File: src/rtl/tlb_op_sequencer_pkg.sv
// Shared TLB maintenance types.
//   TLBEntry    : one TLB entry as assembled from EntryHi/Lo0/Lo1/PageMask
//   TLBOp       : CP0 TLB instruction encoding (op_code)
//   seq_state_e : sequencer FSM states
package tlb_op_sequencer_pkg;

  localparam int VPN2_W = 19;
  localparam int ASID_W = 8;

  typedef struct packed {
    logic [VPN2_W-1:0] vpn2;
    logic [ASID_W-1:0] asid;
    logic [11:0]       mask;
    logic              g;
    logic [19:0]       pfn0;
    logic [2:0]        c0;
    logic              d0;
    logic              v0;
    logic [19:0]       pfn1;
    logic [2:0]        c1;
    logic              d1;
    logic              v1;
  } TLBEntry;

  typedef enum logic [1:0] {
    TLBP  = 2'b00,
    TLBR  = 2'b01,
    TLBWI = 2'b10,
    TLBWR = 2'b11
  } TLBOp;

  typedef enum logic [1:0] {
    IDLE  = 2'b00,
    PROBE = 2'b01,
    READ  = 2'b10,
    WRITE = 2'b11
  } seq_state_e;

endpackage

File: src/rtl/tlb_op_sequencer_if.sv
// Bundle between the TLB op sequencer and its surroundings (CP0 + TLB).
//   master : the sequencer (drives op_ready, probe/read/write requests,
//            writeback results and Random)
//   slave  : CP0 and the TLB (drive ops, CP0 register values, readies)
interface tlb_op_sequencer_if #(
  parameter int NUM_ENTRIES = 64,
  parameter int IW          = $clog2(NUM_ENTRIES)
) ();
  import tlb_op_sequencer_pkg::*;

  // CP0 instruction side
  logic                op_valid;
  TLBOp                op_code;
  logic                op_ready;
  logic [VPN2_W-1:0]   cp0_vpn2;
  logic [ASID_W-1:0]   cp0_asid;
  logic [IW-1:0]       cp0_index;
  logic [IW-1:0]       cp0_wired;
  logic                wired_we;
  TLBEntry             cp0_entry;

  // TLB probe port
  logic                p_valid;
  logic [VPN2_W-1:0]   p_ivpn2;
  logic [ASID_W-1:0]   p_iasid;
  logic                p_ready;
  logic [IW-1:0]       p_index;
  logic                p_miss;

  // TLB read port
  logic [IW-1:0]       r_index;
  logic                r_ready;
  TLBEntry             r_resp;

  // TLB write port
  logic                w_valid;
  logic [IW-1:0]       w_index;
  TLBEntry             w_data;
  logic                w_ready;

  // CP0 writeback
  logic                done_valid;
  logic                res_index_we;
  logic                res_probe_fail;
  logic [IW-1:0]       res_index;
  logic                res_entry_we;
  TLBEntry             res_entry;
  logic                res_error;
  logic [IW-1:0]       random;

  modport master (
    input  op_valid, op_code, cp0_vpn2, cp0_asid, cp0_index, cp0_wired,
           wired_we, cp0_entry, p_ready, p_index, p_miss, r_ready, r_resp,
           w_ready,
    output op_ready, p_valid, p_ivpn2, p_iasid, r_index, w_valid, w_index,
           w_data, done_valid, res_index_we, res_probe_fail, res_index,
           res_entry_we, res_entry, res_error, random
  );

  modport slave (
    output op_valid, op_code, cp0_vpn2, cp0_asid, cp0_index, cp0_wired,
           wired_we, cp0_entry, p_ready, p_index, p_miss, r_ready, r_resp,
           w_ready,
    input  op_ready, p_valid, p_ivpn2, p_iasid, r_index, w_valid, w_index,
           w_data, done_valid, res_index_we, res_probe_fail, res_index,
           res_entry_we, res_entry, res_error, random
  );

endinterface

File: src/rtl/tlb_op_sequencer_random_counter.sv
// CP0 Random register. Counts down every cycle from NUM_ENTRIES-1 and wraps
// back to the top once it is at or below Wired, so entries below Wired are
// never chosen by TLBWR.
//   clock, reset : clock, async active-high reset (Random -> NUM_ENTRIES-1)
//   i_wired      : current Wired value
//   i_wired_we   : Wired written this cycle; reloads Random (highest priority)
//   i_hold       : freeze Random (TLBWR in flight)
//   o_random     : Random register
module tlb_random_counter #(
  parameter int NUM_ENTRIES = 64,
  parameter int IW          = $clog2(NUM_ENTRIES)
) (
  input  logic          clock,
  input  logic          reset,
  input  logic [IW-1:0] i_wired,
  input  logic          i_wired_we,
  input  logic          i_hold,
  output logic [IW-1:0] o_random
);

  localparam logic [IW-1:0] MAX = IW'(NUM_ENTRIES - 1);

  logic [IW-1:0] r_random;

  // Wired = NUM_ENTRIES-1 falls out of the wrap test: Random is always <= it.
  always_ff @(posedge clock or posedge reset) begin
    if (reset)                  r_random <= MAX;
    else if (i_wired_we)        r_random <= MAX;
    else if (i_hold)            r_random <= r_random;
    else if (r_random <= i_wired) r_random <= MAX;
    else                        r_random <= r_random - 1'b1;
  end

  assign o_random = r_random;

endmodule

File: src/rtl/tlb_op_sequencer.sv
// Initiator side of the TLB maintenance interface. Runs one CP0 TLB
// instruction (TLBP/TLBR/TLBWI/TLBWR) at a time, holds the matching TLB
// request until its ready, then pulses done_valid with writeback results.
// Read/write waits are bounded by a watchdog (TIMEOUT cycles); probe waits
// are not, the TLB always terminates a probe.
//   clock, reset : clock, async active-high reset
//   bus          : master side of tlb_op_sequencer_if (ops, TLB ports,
//                  writeback, Random)
module tlb_op_sequencer
  import tlb_op_sequencer_pkg::*;
#(
  parameter int NUM_ENTRIES = 64,
  parameter int TIMEOUT     = 32
) (
  input  logic                 clock,
  input  logic                 reset,
  tlb_op_sequencer_if.master   bus
);

  localparam int IW = $clog2(NUM_ENTRIES);
  localparam int TW = $clog2(TIMEOUT) + 1;
  localparam logic [TW-1:0] WDOG_LAST = TW'(TIMEOUT - 1);

  seq_state_e        r_state, w_next;
  TLBOp              r_op;
  logic [VPN2_W-1:0] r_vpn2;
  logic [ASID_W-1:0] r_asid;
  TLBEntry           r_entry;
  logic [IW-1:0]     r_idx;
  logic [TW-1:0]     r_wdog;

  logic              r_done;
  logic              r_index_we;
  logic              r_probe_fail;
  logic [IW-1:0]     r_res_index;
  logic              r_entry_we;
  TLBEntry           r_res_entry;
  logic              r_error;

  logic              w_accept;
  logic              w_ok;       // matching ready seen this cycle
  logic              w_timeout;  // watchdog expired this cycle
  logic              w_hold;
  logic [IW-1:0]     w_random;

  assign w_accept = bus.op_valid && (r_state == IDLE);
  // Random must not move while a TLBWR is writing the slot it picked.
  assign w_hold   = (r_state == WRITE) && (r_op == TLBWR);

  tlb_random_counter #(.NUM_ENTRIES(NUM_ENTRIES)) u_random (
    .clock      (clock),
    .reset      (reset),
    .i_wired    (bus.cp0_wired),
    .i_wired_we (bus.wired_we),
    .i_hold     (w_hold),
    .o_random   (w_random)
  );

  always_ff @(posedge clock or posedge reset) begin
    if (reset) r_state <= IDLE;
    else       r_state <= w_next;
  end

  always_comb begin
    w_next    = r_state;
    w_ok      = 1'b0;
    w_timeout = 1'b0;
    case (r_state)
      IDLE: begin
        if (w_accept) begin
          case (bus.op_code)
            TLBP:    w_next = PROBE;
            TLBR:    w_next = READ;
            default: w_next = WRITE;
          endcase
        end
      end
      PROBE: begin
        if (bus.p_ready) begin
          w_ok   = 1'b1;
          w_next = IDLE;
        end
      end
      READ: begin
        if (bus.r_ready) begin
          w_ok   = 1'b1;
          w_next = IDLE;
        end else if (r_wdog == WDOG_LAST) begin
          w_timeout = 1'b1;
          w_next    = IDLE;
        end
      end
      WRITE: begin
        if (bus.w_ready) begin
          w_ok   = 1'b1;
          w_next = IDLE;
        end else if (r_wdog == WDOG_LAST) begin
          w_timeout = 1'b1;
          w_next    = IDLE;
        end
      end
      default: w_next = IDLE;
    endcase
  end

  // Operands captured at accept so CP0 may change underneath the request.
  always_ff @(posedge clock or posedge reset) begin
    if (reset) begin
      r_op    <= TLBP;
      r_vpn2  <= '0;
      r_asid  <= '0;
      r_entry <= '0;
      r_idx   <= '0;
    end else if (w_accept) begin
      r_op    <= bus.op_code;
      r_vpn2  <= bus.cp0_vpn2;
      r_asid  <= bus.cp0_asid;
      r_entry <= bus.cp0_entry;
      r_idx   <= (bus.op_code == TLBWR) ? w_random : bus.cp0_index;
    end
  end

  always_ff @(posedge clock or posedge reset) begin
    if (reset)                                       r_wdog <= '0;
    else if (w_accept)                               r_wdog <= '0;
    else if ((r_state == READ) || (r_state == WRITE)) r_wdog <= r_wdog + 1'b1;
  end

  // Writeback: strobes live for the single done cycle, data fields hold.
  always_ff @(posedge clock or posedge reset) begin
    if (reset) begin
      r_done       <= 1'b0;
      r_index_we   <= 1'b0;
      r_probe_fail <= 1'b0;
      r_res_index  <= '0;
      r_entry_we   <= 1'b0;
      r_res_entry  <= '0;
      r_error      <= 1'b0;
    end else begin
      r_done     <= w_ok || w_timeout;
      r_index_we <= w_ok && (r_state == PROBE);
      r_entry_we <= w_ok && (r_state == READ);
      r_error    <= w_timeout;
      if (w_ok && (r_state == PROBE)) begin
        r_probe_fail <= bus.p_miss;
        r_res_index  <= bus.p_miss ? '0 : bus.p_index;
      end
      if (w_ok && (r_state == READ)) r_res_entry <= bus.r_resp;
    end
  end

  // Requests decode straight from the state register so an async reset
  // drops them without waiting for a clock edge.
  always_comb begin
    bus.op_ready = (r_state == IDLE);
    bus.p_valid  = (r_state == PROBE);
    bus.w_valid  = (r_state == WRITE);
  end

  assign bus.p_ivpn2        = r_vpn2;
  assign bus.p_iasid        = r_asid;
  assign bus.r_index        = r_idx;
  assign bus.w_index        = r_idx;
  assign bus.w_data         = r_entry;
  assign bus.done_valid     = r_done;
  assign bus.res_index_we   = r_index_we;
  assign bus.res_probe_fail = r_probe_fail;
  assign bus.res_index      = r_res_index;
  assign bus.res_entry_we   = r_entry_we;
  assign bus.res_entry      = r_res_entry;
  assign bus.res_error      = r_error;
  assign bus.random         = w_random;

endmodule

File: src/flat_wrapper.sv
// flat-port wrapper written by rule: the top's interface ports become plain ports
module tlb_op_sequencer_flat import tlb_op_sequencer_pkg::*;
#(
  parameter int NUM_ENTRIES = 64,
  parameter int TIMEOUT     = 32
)
  (clock, reset, bus_op_valid, bus_op_code, bus_cp0_vpn2, bus_cp0_asid, bus_cp0_index, bus_cp0_wired, bus_wired_we, bus_cp0_entry, bus_p_ready, bus_p_index, bus_p_miss, bus_r_ready, bus_r_resp, bus_w_ready, bus_op_ready, bus_p_valid, bus_p_ivpn2, bus_p_iasid, bus_r_index, bus_w_valid, bus_w_index, bus_w_data, bus_done_valid, bus_res_index_we, bus_res_probe_fail, bus_res_index, bus_res_entry_we, bus_res_entry, bus_res_error, bus_random);
  tlb_op_sequencer_if #(.NUM_ENTRIES(NUM_ENTRIES)) bus_i ();
  input  logic clock;
  input  logic reset;
  input wire logic [$bits(bus_i.op_valid)-1:0] bus_op_valid;
  input wire logic [$bits(bus_i.op_code)-1:0] bus_op_code;
  input wire logic [$bits(bus_i.cp0_vpn2)-1:0] bus_cp0_vpn2;
  input wire logic [$bits(bus_i.cp0_asid)-1:0] bus_cp0_asid;
  input wire logic [$bits(bus_i.cp0_index)-1:0] bus_cp0_index;
  input wire logic [$bits(bus_i.cp0_wired)-1:0] bus_cp0_wired;
  input wire logic [$bits(bus_i.wired_we)-1:0] bus_wired_we;
  input wire logic [$bits(bus_i.cp0_entry)-1:0] bus_cp0_entry;
  input wire logic [$bits(bus_i.p_ready)-1:0] bus_p_ready;
  input wire logic [$bits(bus_i.p_index)-1:0] bus_p_index;
  input wire logic [$bits(bus_i.p_miss)-1:0] bus_p_miss;
  input wire logic [$bits(bus_i.r_ready)-1:0] bus_r_ready;
  input wire logic [$bits(bus_i.r_resp)-1:0] bus_r_resp;
  input wire logic [$bits(bus_i.w_ready)-1:0] bus_w_ready;
  output wire logic [$bits(bus_i.op_ready)-1:0] bus_op_ready;
  output wire logic [$bits(bus_i.p_valid)-1:0] bus_p_valid;
  output wire logic [$bits(bus_i.p_ivpn2)-1:0] bus_p_ivpn2;
  output wire logic [$bits(bus_i.p_iasid)-1:0] bus_p_iasid;
  output wire logic [$bits(bus_i.r_index)-1:0] bus_r_index;
  output wire logic [$bits(bus_i.w_valid)-1:0] bus_w_valid;
  output wire logic [$bits(bus_i.w_index)-1:0] bus_w_index;
  output wire logic [$bits(bus_i.w_data)-1:0] bus_w_data;
  output wire logic [$bits(bus_i.done_valid)-1:0] bus_done_valid;
  output wire logic [$bits(bus_i.res_index_we)-1:0] bus_res_index_we;
  output wire logic [$bits(bus_i.res_probe_fail)-1:0] bus_res_probe_fail;
  output wire logic [$bits(bus_i.res_index)-1:0] bus_res_index;
  output wire logic [$bits(bus_i.res_entry_we)-1:0] bus_res_entry_we;
  output wire logic [$bits(bus_i.res_entry)-1:0] bus_res_entry;
  output wire logic [$bits(bus_i.res_error)-1:0] bus_res_error;
  output wire logic [$bits(bus_i.random)-1:0] bus_random;
  assign bus_i.op_valid = bus_op_valid;
  assign bus_i.op_code = bus_op_code;
  assign bus_i.cp0_vpn2 = bus_cp0_vpn2;
  assign bus_i.cp0_asid = bus_cp0_asid;
  assign bus_i.cp0_index = bus_cp0_index;
  assign bus_i.cp0_wired = bus_cp0_wired;
  assign bus_i.wired_we = bus_wired_we;
  assign bus_i.cp0_entry = bus_cp0_entry;
  assign bus_i.p_ready = bus_p_ready;
  assign bus_i.p_index = bus_p_index;
  assign bus_i.p_miss = bus_p_miss;
  assign bus_i.r_ready = bus_r_ready;
  assign bus_i.r_resp = bus_r_resp;
  assign bus_i.w_ready = bus_w_ready;
  assign bus_op_ready = bus_i.op_ready;
  assign bus_p_valid = bus_i.p_valid;
  assign bus_p_ivpn2 = bus_i.p_ivpn2;
  assign bus_p_iasid = bus_i.p_iasid;
  assign bus_r_index = bus_i.r_index;
  assign bus_w_valid = bus_i.w_valid;
  assign bus_w_index = bus_i.w_index;
  assign bus_w_data = bus_i.w_data;
  assign bus_done_valid = bus_i.done_valid;
  assign bus_res_index_we = bus_i.res_index_we;
  assign bus_res_probe_fail = bus_i.res_probe_fail;
  assign bus_res_index = bus_i.res_index;
  assign bus_res_entry_we = bus_i.res_entry_we;
  assign bus_res_entry = bus_i.res_entry;
  assign bus_res_error = bus_i.res_error;
  assign bus_random = bus_i.random;
  tlb_op_sequencer #(.NUM_ENTRIES(NUM_ENTRIES), .TIMEOUT(TIMEOUT)) u_core (.clock(clock), .reset(reset), .bus(bus_i));
endmodule
File: config.mk
export PLATFORM = sky130hd
export DESIGN_NAME = tlb_op_sequencer_flat
export DESIGN_NICKNAME = d
export VERILOG_FILES = /design/src/rtl/tlb_op_sequencer_pkg.sv /design/src/rtl/tlb_op_sequencer_if.sv /design/src/rtl/tlb_op_sequencer_random_counter.sv /design/src/rtl/tlb_op_sequencer.sv /design/src/flat_wrapper.sv
export SDC_FILE = /design/constraint.sdc
export NUM_CORES = 1
export LEC_CHECK = 0
export BUFFER_PORTS_ARGS = -buffer_cell sky130_fd_sc_hd__clkbuf_2
export CAP_MARGIN = 15
export CORE_AREA = 4 4 181 183
export DETAILED_ROUTE_END_ITERATION = 16
export DIE_AREA = 0 0 185 187
export PLACE_DENSITY_LB_ADDON = 0.12
export SLEW_MARGIN = 20
export SYNTH_ARGS = -nofsm -noshare
export SYNTH_HDL_FRONTEND = slang
export SYNTH_HIERARCHICAL = 1
export SYNTH_SLANG_ARGS = --single-unit
File: constraint.sdc
create_clock -name clock -period 11.4 [get_ports clock]
set_input_delay 2.28 -clock clock [delete_from_list [all_inputs] [get_ports clock]]
set_output_delay 2.28 -clock clock [all_outputs]
set_load 0.05 [all_outputs]
==> out/qor.txt, run 1 <==
status: complete, no violations
syn nets: 1107
setup slack, reg-to-reg: 8.72 ns
CTS max path bufs: 3
initial antenna violation count: 2
simple-gate share of the synthesized area: 0.174
commonest non-fill, non-tap cells in the layout: clkbuf_2 (473), nand2_1 (377), dfrtp_1 (234)
Synth Area in Compound Gates: 0.0241
Max transition margin: 0.289
vias in the first global route: 7995
Netlist cell types: 38
end of the worst register-to-register path: u_core/bus.r_index[2]
CP Class: reg -> out
port buffer count: 473
Via density: 4.37
Final TNS setup: 0 ns
Worst-path clk slew: 0.06 ns
Peak Freq: 0.245 GHz
fin. max-slew vios: 0
DIE AREA: 34600 um^2
PostCTS Resize Cnt: 0
worst-path maximum fanout: 19
die width: 185 um
CTS Buf Count: 29
I/O pin count: 474
worst setup margin: 7.32 ns
Endpoint, Worst Hold: u_core/bus.w_data[15]
Antenna Violating Nets Remaining: 0
Least-Margin Pin Slew: 1.07 ns
largest net degree at the start of global routing: 107
Worst Clk Skew: 0.0135 ns
post-place setup slack: 7.09 ns
GPL Wtd Cong: 0.803
Core Footprint: 31200 um^2
worst skew pair latency: 0.53 ns
Mean Syn Cell Area: 11.1 um^2
min cycle time layout: 4.08 ns
CP Capture Type: primary output
Max-cap violations: 0
CTS tree: built
vias: 7636
multiplexer area fraction after synthesis: 0.117
FP Rows: 65
Synth Area in Adders: 0.0105
CTS H-Tree Depth: 1
Worst Setup Start Kind: register
sequential area share after synthesis: 0.630
drt first-iter violations: 250
R2R depth: 3
clk sinks: 240
initial core utilization: 0.306
Tot GR Track Use: 0.165
depth of the worst hold-timing path: 2
share of cells above drive strength 1: 0.473
Final Setup Violations: 0
Worst Hold Launch: u_core/bus.w_data[15]
Mapped Area: 9550 um^2
WP data required: 9.12 ns
hold-fix buffers at CTS: 0
fin crit share: 0.358
routed len/inst: 17.1 um
Mapped Cells: 864
height of the die: 187 um
YS warnings: 6
Nets: 1568
Hold Vio Cnt, Final: 0
# DRC: 0
drt total wl: 29900 um
hold crit path type: reg -> reg
postcts setup bufs: 0
RSZ-0062 raised after global routing: no
Detailed Place HPWL: 22100 um
drt first pass iters: 4
Crit Reg-Reg Startpoint: u_core/r_state[1]
GRT Residual Overflow: 0
crit path DAT: 1.80 ns
commonest non-fill, non-tap cell in the layout: clkbuf_2
XOR/XNOR share of the synthesized area: 0.00275
Synth-to-Final Area Change: 37.0%
root buf cell: clkbuf_16
flops & latches, synth: 240
first-pass GRT wire length: 45700 um
fill count: 3137
largest family of logic cells by synthesized area: simple AND/OR/NAND/NOR gates
-- routing by layer --
layer	share of wire	track usage
met1	0.38	0.190
met2	0.47	0.278
met3	0.12	0.0735
met4	0.029	0.0466
met5	0.00067	0
-- critical path: stages (launching register included) --
cell and delay [ns]:
dfrtp_1 0.72, nand2_1 0.14, inv_1 0.11, clkbuf_2 0.29
-- Yosys cell counts, drive strengths merged --
master / instances / share of area
a21o: 1 / 0.00079
a21oi: 4 / 0.0021
a221o: 1 / 0.0010
a311oi: 1 / 0.0016
a31o: 1 / 0.0018
a31oi: 3 / 0.0035
and2: 1 / 0.00092
and3: 4 / 0.0026
and4: 1 / 0.0012
buf: 36 / 0.032
clkbuf: 13 / 0.0051
dfrtp: 234 / 0.61
dfstp: 6 / 0.017
ha: 8 / 0.010
inv: 12 / 0.0047
mux2: 93 / 0.11
mux2i: 7 / 0.0073
nand2: 377 / 0.15
nand2b: 8 / 0.0052
nand3: 3 / 0.0016
nand3b: 1 / 0.00079
nand4: 2 / 0.0013
nor2: 12 / 0.0047
nor2b: 2 / 0.0013
nor3: 2 / 0.0010
nor3b: 4 / 0.0047
o211ai: 1 / 0.00079
o21a: 1 / 0.00079
o21ai: 19 / 0.010
o31ai: 1 / 0.00079
o32ai: 1 / 0.00092
or3b: 1 / 0.00092
xor2: 3 / 0.0028
-- state kept, by name, indices dropped and copies added (netlist names) --
register,cells
u_core/bus.done_valid,1
u_core/bus.p_iasid,8
u_core/bus.p_ivpn2,19
u_core/bus.r_index,6
u_core/bus.res_entry,90
u_core/bus.res_entry_we,1
u_core/bus.res_error,1
u_core/bus.res_index,6
u_core/bus.res_index_we,1
u_core/bus.res_probe_fail,1
u_core/bus.w_data,90
u_core/r_op,2
u_core/r_state,2
u_core/r_wdog,6
u_core/u_random/o_random,6
-- cells by family (layout without fill, tap and decap cells) --
family                     Yosys count  after routing
buffers and inverters               61            543
other                                0              1
adders and majority gates            8              8
and+or+nand+nor                    418            418
muxes                              100            100
AOI/OAI and AO/OA                   34             34
xor gates and xnor gates             3              3
DFF                                240            240
-- how the worst max path moves through the flow --
| stage | start | to | slack, ns | cells past startpoint |
|---|---|---|---|---|
| floorplan | reset | u_core/bus.done_valid | 2.70 | 1 |
| global placement | bus_op_valid | u_core/bus.r_index[0] | 7.10 | 4 |
| detailed placement | bus_op_valid | u_core/bus.r_index[4] | 7.09 | 4 |
| CTS | u_core/r_state[1] | bus_w_valid | 7.29 | 3 |
| global route | u_core/r_state[1] | bus_w_valid | 7.19 | 3 |
| finish | u_core/r_state[1] | bus_w_valid | 7.32 | 3 |
-- stage by stage --
step / hold slack [ns] / area (um^2) / util / std cells
final: 0.470 / 13100 / 0.419 / 1749
after global routing: 0.494 / 13100 / 0.419 / 1749
after CTS: 0.476 / 13100 / 0.419 / 1748
after detailed placement: 0.461 / 12100 / 0.389 / 1696
after global placement: 0.452 / 12100 / 0.389 / 1696
after floorplan: 0.437 / 9550 / - / 864
-- final cells by class --
| type | count | area [um^2] | area share |
|---|---|---|---|
| clock inverters | 9 | 78.8 | 0.00602 |
| well taps | 402 | 503 | 0.0384 |
| flip-flops and latches | 240 | 6010 | 0.460 |
| diodes | 1 | 2.50 | 0.000191 |
| multi-input cells | 563 | 3150 | 0.241 |
| inverters | 12 | 52.6 | 0.00402 |
| repair buffers | 479 | 2410 | 0.184 |
| clock buffers | 43 | 868 | 0.0664 |
Power of run 1 is not shown: default switching activity piles up to over one toggle a cycle in this logic, so the estimate is an artifact.
==> run 2: changes to the inputs <==
==> constraint.sdc (replaced) <==
create_clock -name clock -period 3.5 [get_ports clock]
set_input_delay 0.7 -clock clock [delete_from_list [all_inputs] [get_ports clock]]
set_output_delay 0.7 -clock clock [all_outputs]
set_load 0.05 [all_outputs]
==> out/qor.txt, run 2 (same netlist as run 1, synthesis figures left out) <==
hold crit path type: in -> async
post-place setup slack: 1.19 ns
CTS Buf Count: 29
CP startpoint: u_core/r_state[1]
root buf cell: clkbuf_16
fin. max-slew vios: 0
Max-cap violations: 0
fill count: 3151
CP Class: reg -> out
multi-input logic area: 3150 um^2
CTS tree: built
Core Footprint: 31200 um^2
Via density: 4.33
Tot GR Track Use: 0.164
largest net degree at the start of global routing: 125
worst-path maximum fanout: 19
Peak Freq: 0.398 GHz
crit path DAT: 1.81 ns
drt total wl: 29600 um
status: complete, no violations
Final TNS setup: 0 ns
GRT Residual Overflow: 0
worst setup margin: 0.990 ns
CTS max path bufs: 3
commonest non-fill, non-tap cell in the layout: clkbuf_2
Worst-path clk slew: 0.05 ns
Worst Clk Skew: 0.00615 ns
Synth-to-Final Area Change: 38.1%
# DRC: 0
first-pass GRT wire length: 45300 um
Util after Layout: 0.422
fin crit share: 0.717
drt first-iter violations: 230
Least-Margin Pin Slew: 0.770 ns
PostCTS Resize Cnt: 0
Inst Count DP: 1697
vias in the first global route: 7866
CP Capture Type: primary output
vias: 7574
Nets: 1569
number of inserted diodes: 0
share of cells above drive strength 1: 0.473
DIE AREA: 34600 um^2
initial core utilization: 0.306
initial antenna violation count: 2
RSZ-0062 raised after global routing: no
Hold Vio Cnt, Final: 0
Max transition margin: 0.486
WP data required: 2.80 ns
port buffer count: 473
Detailed Place HPWL: 22000 um
commonest non-fill, non-tap cells in the layout: clkbuf_2 (473), nand2_1 (377), dfrtp_1 (234)
die width: 185 um
height of the die: 187 um
I/O pin count: 474
drt first pass iters: 4
Final Setup Violations: 0
GPL Wtd Cong: 0.758
routed len/inst: 16.9 um
hold-fix buffers at CTS: 0
min cycle time layout: 2.51 ns
postcts setup bufs: 0
clk sinks: 240
Antenna Violating Nets Remaining: 0
Worst Setup Start Kind: register
Finished Layout Cells: 1748
worst skew pair latency: 0.53 ns
FF/Latch Area: 6010 um^2
CTS H-Tree Depth: 1
FP Rows: 65
Crit Reg-Reg Startpoint: u_core/r_state[1]
run 2: cell types whose count changed in the layout (fill, tap and decap cells not counted), sizes merged:
cell      previous run  this run
bufinv               1         3
clkinvlp             2         3
clkbuf             516       514
buf                  6         7
inv                 13        11
diode                1         0
run 2: worst paths after layout:
check,endpoint,slack [ns],cells after the start
worst max register to register,u_core/bus.r_index[0],1.29,3
worst max-delay path,bus_w_valid,0.99,3
max in group asynchronous,u_core/bus.w_data[69],2.25,4
min in group clock,u_core/bus.w_data[28],0.36,3
worst min register to register,u_core/r_op[1],0.47,2
worst min-delay path,u_core/bus.p_ivpn2[13],0.21,2
run 2: critical path: stages (launching register included):
cell and delay [ns]:
dfrtp_1 0.71, nand2_1 0.17, inv_1 0.10, clkbuf_2 0.30
run 2: cell type report:
class	instances	share of cell area
tap	402	0.0381
clock buffer	41	0.0638
inverter	12	0.00370
sequential	240	0.456
clock inverter	10	0.0102
multi-input combinational	563	0.239
timing repair buffer	480	0.189
run 2: per-layer routing:
layer / share of wire / vias up / wire (um) / GRT usage
li1: - / 3674 / - / -
met1: 0.39 / 3533 / 11400 / 0.191
met2: 0.49 / 322 / 14400 / 0.285
met3: 0.11 / 41 / 3110 / 0.0630
met4: 0.020 / 4 / 582 / 0.0370
met5: 0.00091 / - / 27 / 0
run 2: stage by stage:
| stage | instance area, um^2 | hold WS, ns |
|---|---|---|
| after floorplan | 9560 | 0.437 |
| after global placement | 12200 | 0.458 |
| after detailed placement | 12200 | 0.461 |
| after CTS | 13200 | 0.202 |
| after global routing | 13200 | 0.238 |
| final | 13200 | 0.212 |
Power of run 2 is left out for the same reason.
==> run 3: changes to the inputs <==
==> constraint.sdc (replaced) <==
create_clock -name clock -period 2.6 [get_ports clock]
set_input_delay 0.52 -clock clock [delete_from_list [all_inputs] [get_ports clock]]
set_output_delay 0.52 -clock clock [all_outputs]
set_load 0.05 [all_outputs]
==> out/qor.txt, run 3 (same netlist as run 1, synthesis figures left out) <==
status: complete, no violations
Final Setup Violations: 0
fin. max-slew vios: 0
GPL Wtd Cong: 0.773
Nets: 1578
Core Footprint: 31200 um^2
CTS tree: built
first-pass GRT wire length: 45900 um
largest net degree at the start of global routing: 77
port buffer count: 473
fill count: 3160
WP data required: 2.08 ns
CTS H-Tree Depth: 1
Worst Setup Start Kind: register
clk sinks: 240
initial antenna violation count: 2
Synth-to-Final Area Change: 38.5%
Hold Vio Cnt, Final: 0
fin crit share: 0.894
worst-path maximum fanout: 19
worst skew pair latency: 0.54 ns
Worst-path clk slew: 0.06 ns
number of inserted diodes: 0
CP Class: reg -> out
I/O pin count: 474
PostCTS Resize Cnt: 0
height of the die: 187 um
routed len/inst: 16.9 um
commonest non-fill, non-tap cell in the layout: clkbuf_2
FP Rows: 65
min cycle time layout: 2.33 ns
CTS max path bufs: 3
Max transition margin: 0.553
drt first-iter violations: 278
initial core utilization: 0.306
vias in the first global route: 7963
share of cells above drive strength 1: 0.473
root buf cell: clkbuf_16
Inst Count DP: 1706
Max-cap violations: 0
CTS Buf Count: 28
crit path DAT: 1.81 ns
GRT Residual Overflow: 0
commonest non-fill, non-tap cells in the layout: clkbuf_2 (473), nand2_1 (377), dfrtp_1 (234)
hold crit path type: in -> reg
# DRC: 0
Least-Margin Pin Slew: 0.671 ns
vias: 7589
Detailed Place HPWL: 22700 um
CP Capture Type: primary output
die width: 185 um
Worst Clk Skew: 0.00915 ns
Tot GR Track Use: 0.166
RSZ-0062 raised after global routing: no
Finished Layout Cells: 1754
Antenna Violating Nets Remaining: 0
Peak Freq: 0.430 GHz
Via density: 4.33
drt total wl: 29600 um
DIE AREA: 34600 um^2
drt first pass iters: 4
==> run 3: cell type report <==
type | count | area (um^2) | area share
timing repair buffer | 490 | 2620 | 0.198
tap | 402 | 503 | 0.0380
sequential | 240 | 6010 | 0.454
clock buffer | 38 | 778 | 0.0588
multi-input combinational | 563 | 3150 | 0.238
clock inverter | 9 | 113 | 0.00851
inverter | 12 | 48.8 | 0.00369
==> run 3: through the flow <==
step	utilization	cell area, um^2	setup TNS (ns)	hold slack (ns)	setup WS [ns]
global placement	0.395	12300	0	0.455	0.642
detailed placement	0.395	12300	0	0.458	0.593
finish	0.424	13200	0	0.168	0.274
floorplan	-	9560	-230.23	0.437	-0.984
CTS	0.424	13200	0	0.134	0.236
global route	0.424	13200	0	0.141	0.129
==> run 3: worst paths after layout <==
path                                    from                        to  slack (ns)  depth (start not counted)
max in group asynchronous              reset   u_core/bus.res_entry[0]        1.27                          4
hold reg to reg               u_core/r_op[1]            u_core/r_op[1]        0.47                          2
hold / removal             bus_cp0_entry[39]     u_core/bus.w_data[39]        0.17                          3
setup / recovery           u_core/r_state[1]               bus_w_valid        0.27                          3
setup reg to reg           u_core/r_state[1]  u_core/bus.res_entry[72]        0.61                          3
min in group asynchronous              reset     u_core/bus.r_index[2]        0.56                          3
==> run 3: per-layer routing <==
metal | wire (um) | track usage | vias up | share of wire
met4 | 666 | 0.0359 | 4 | 0.022
met5 | 27 | 0 | - | 0.00091
li1 | - | - | 3691 | -
met1 | 11500 | 0.200 | 3522 | 0.39
met2 | 14400 | 0.285 | 324 | 0.49
met3 | 3010 | 0.0601 | 48 | 0.10
==> run 3: what timing repair did <==
| item | in CTS | in global routing |
|---|---|---|
| hold buffers | 1 | 0 |
| endpoints found under the hold margin | 14 | 0 |
| setup buffers | 0 | 0 |
==> run 3: critical path, cell delays in order (launching register included) <==
cell      delay (ns)
dfrtp_1         0.71
nand2_1         0.18
inv_1           0.10
clkbuf_2        0.29
Power of run 3 is left out for the same reason.
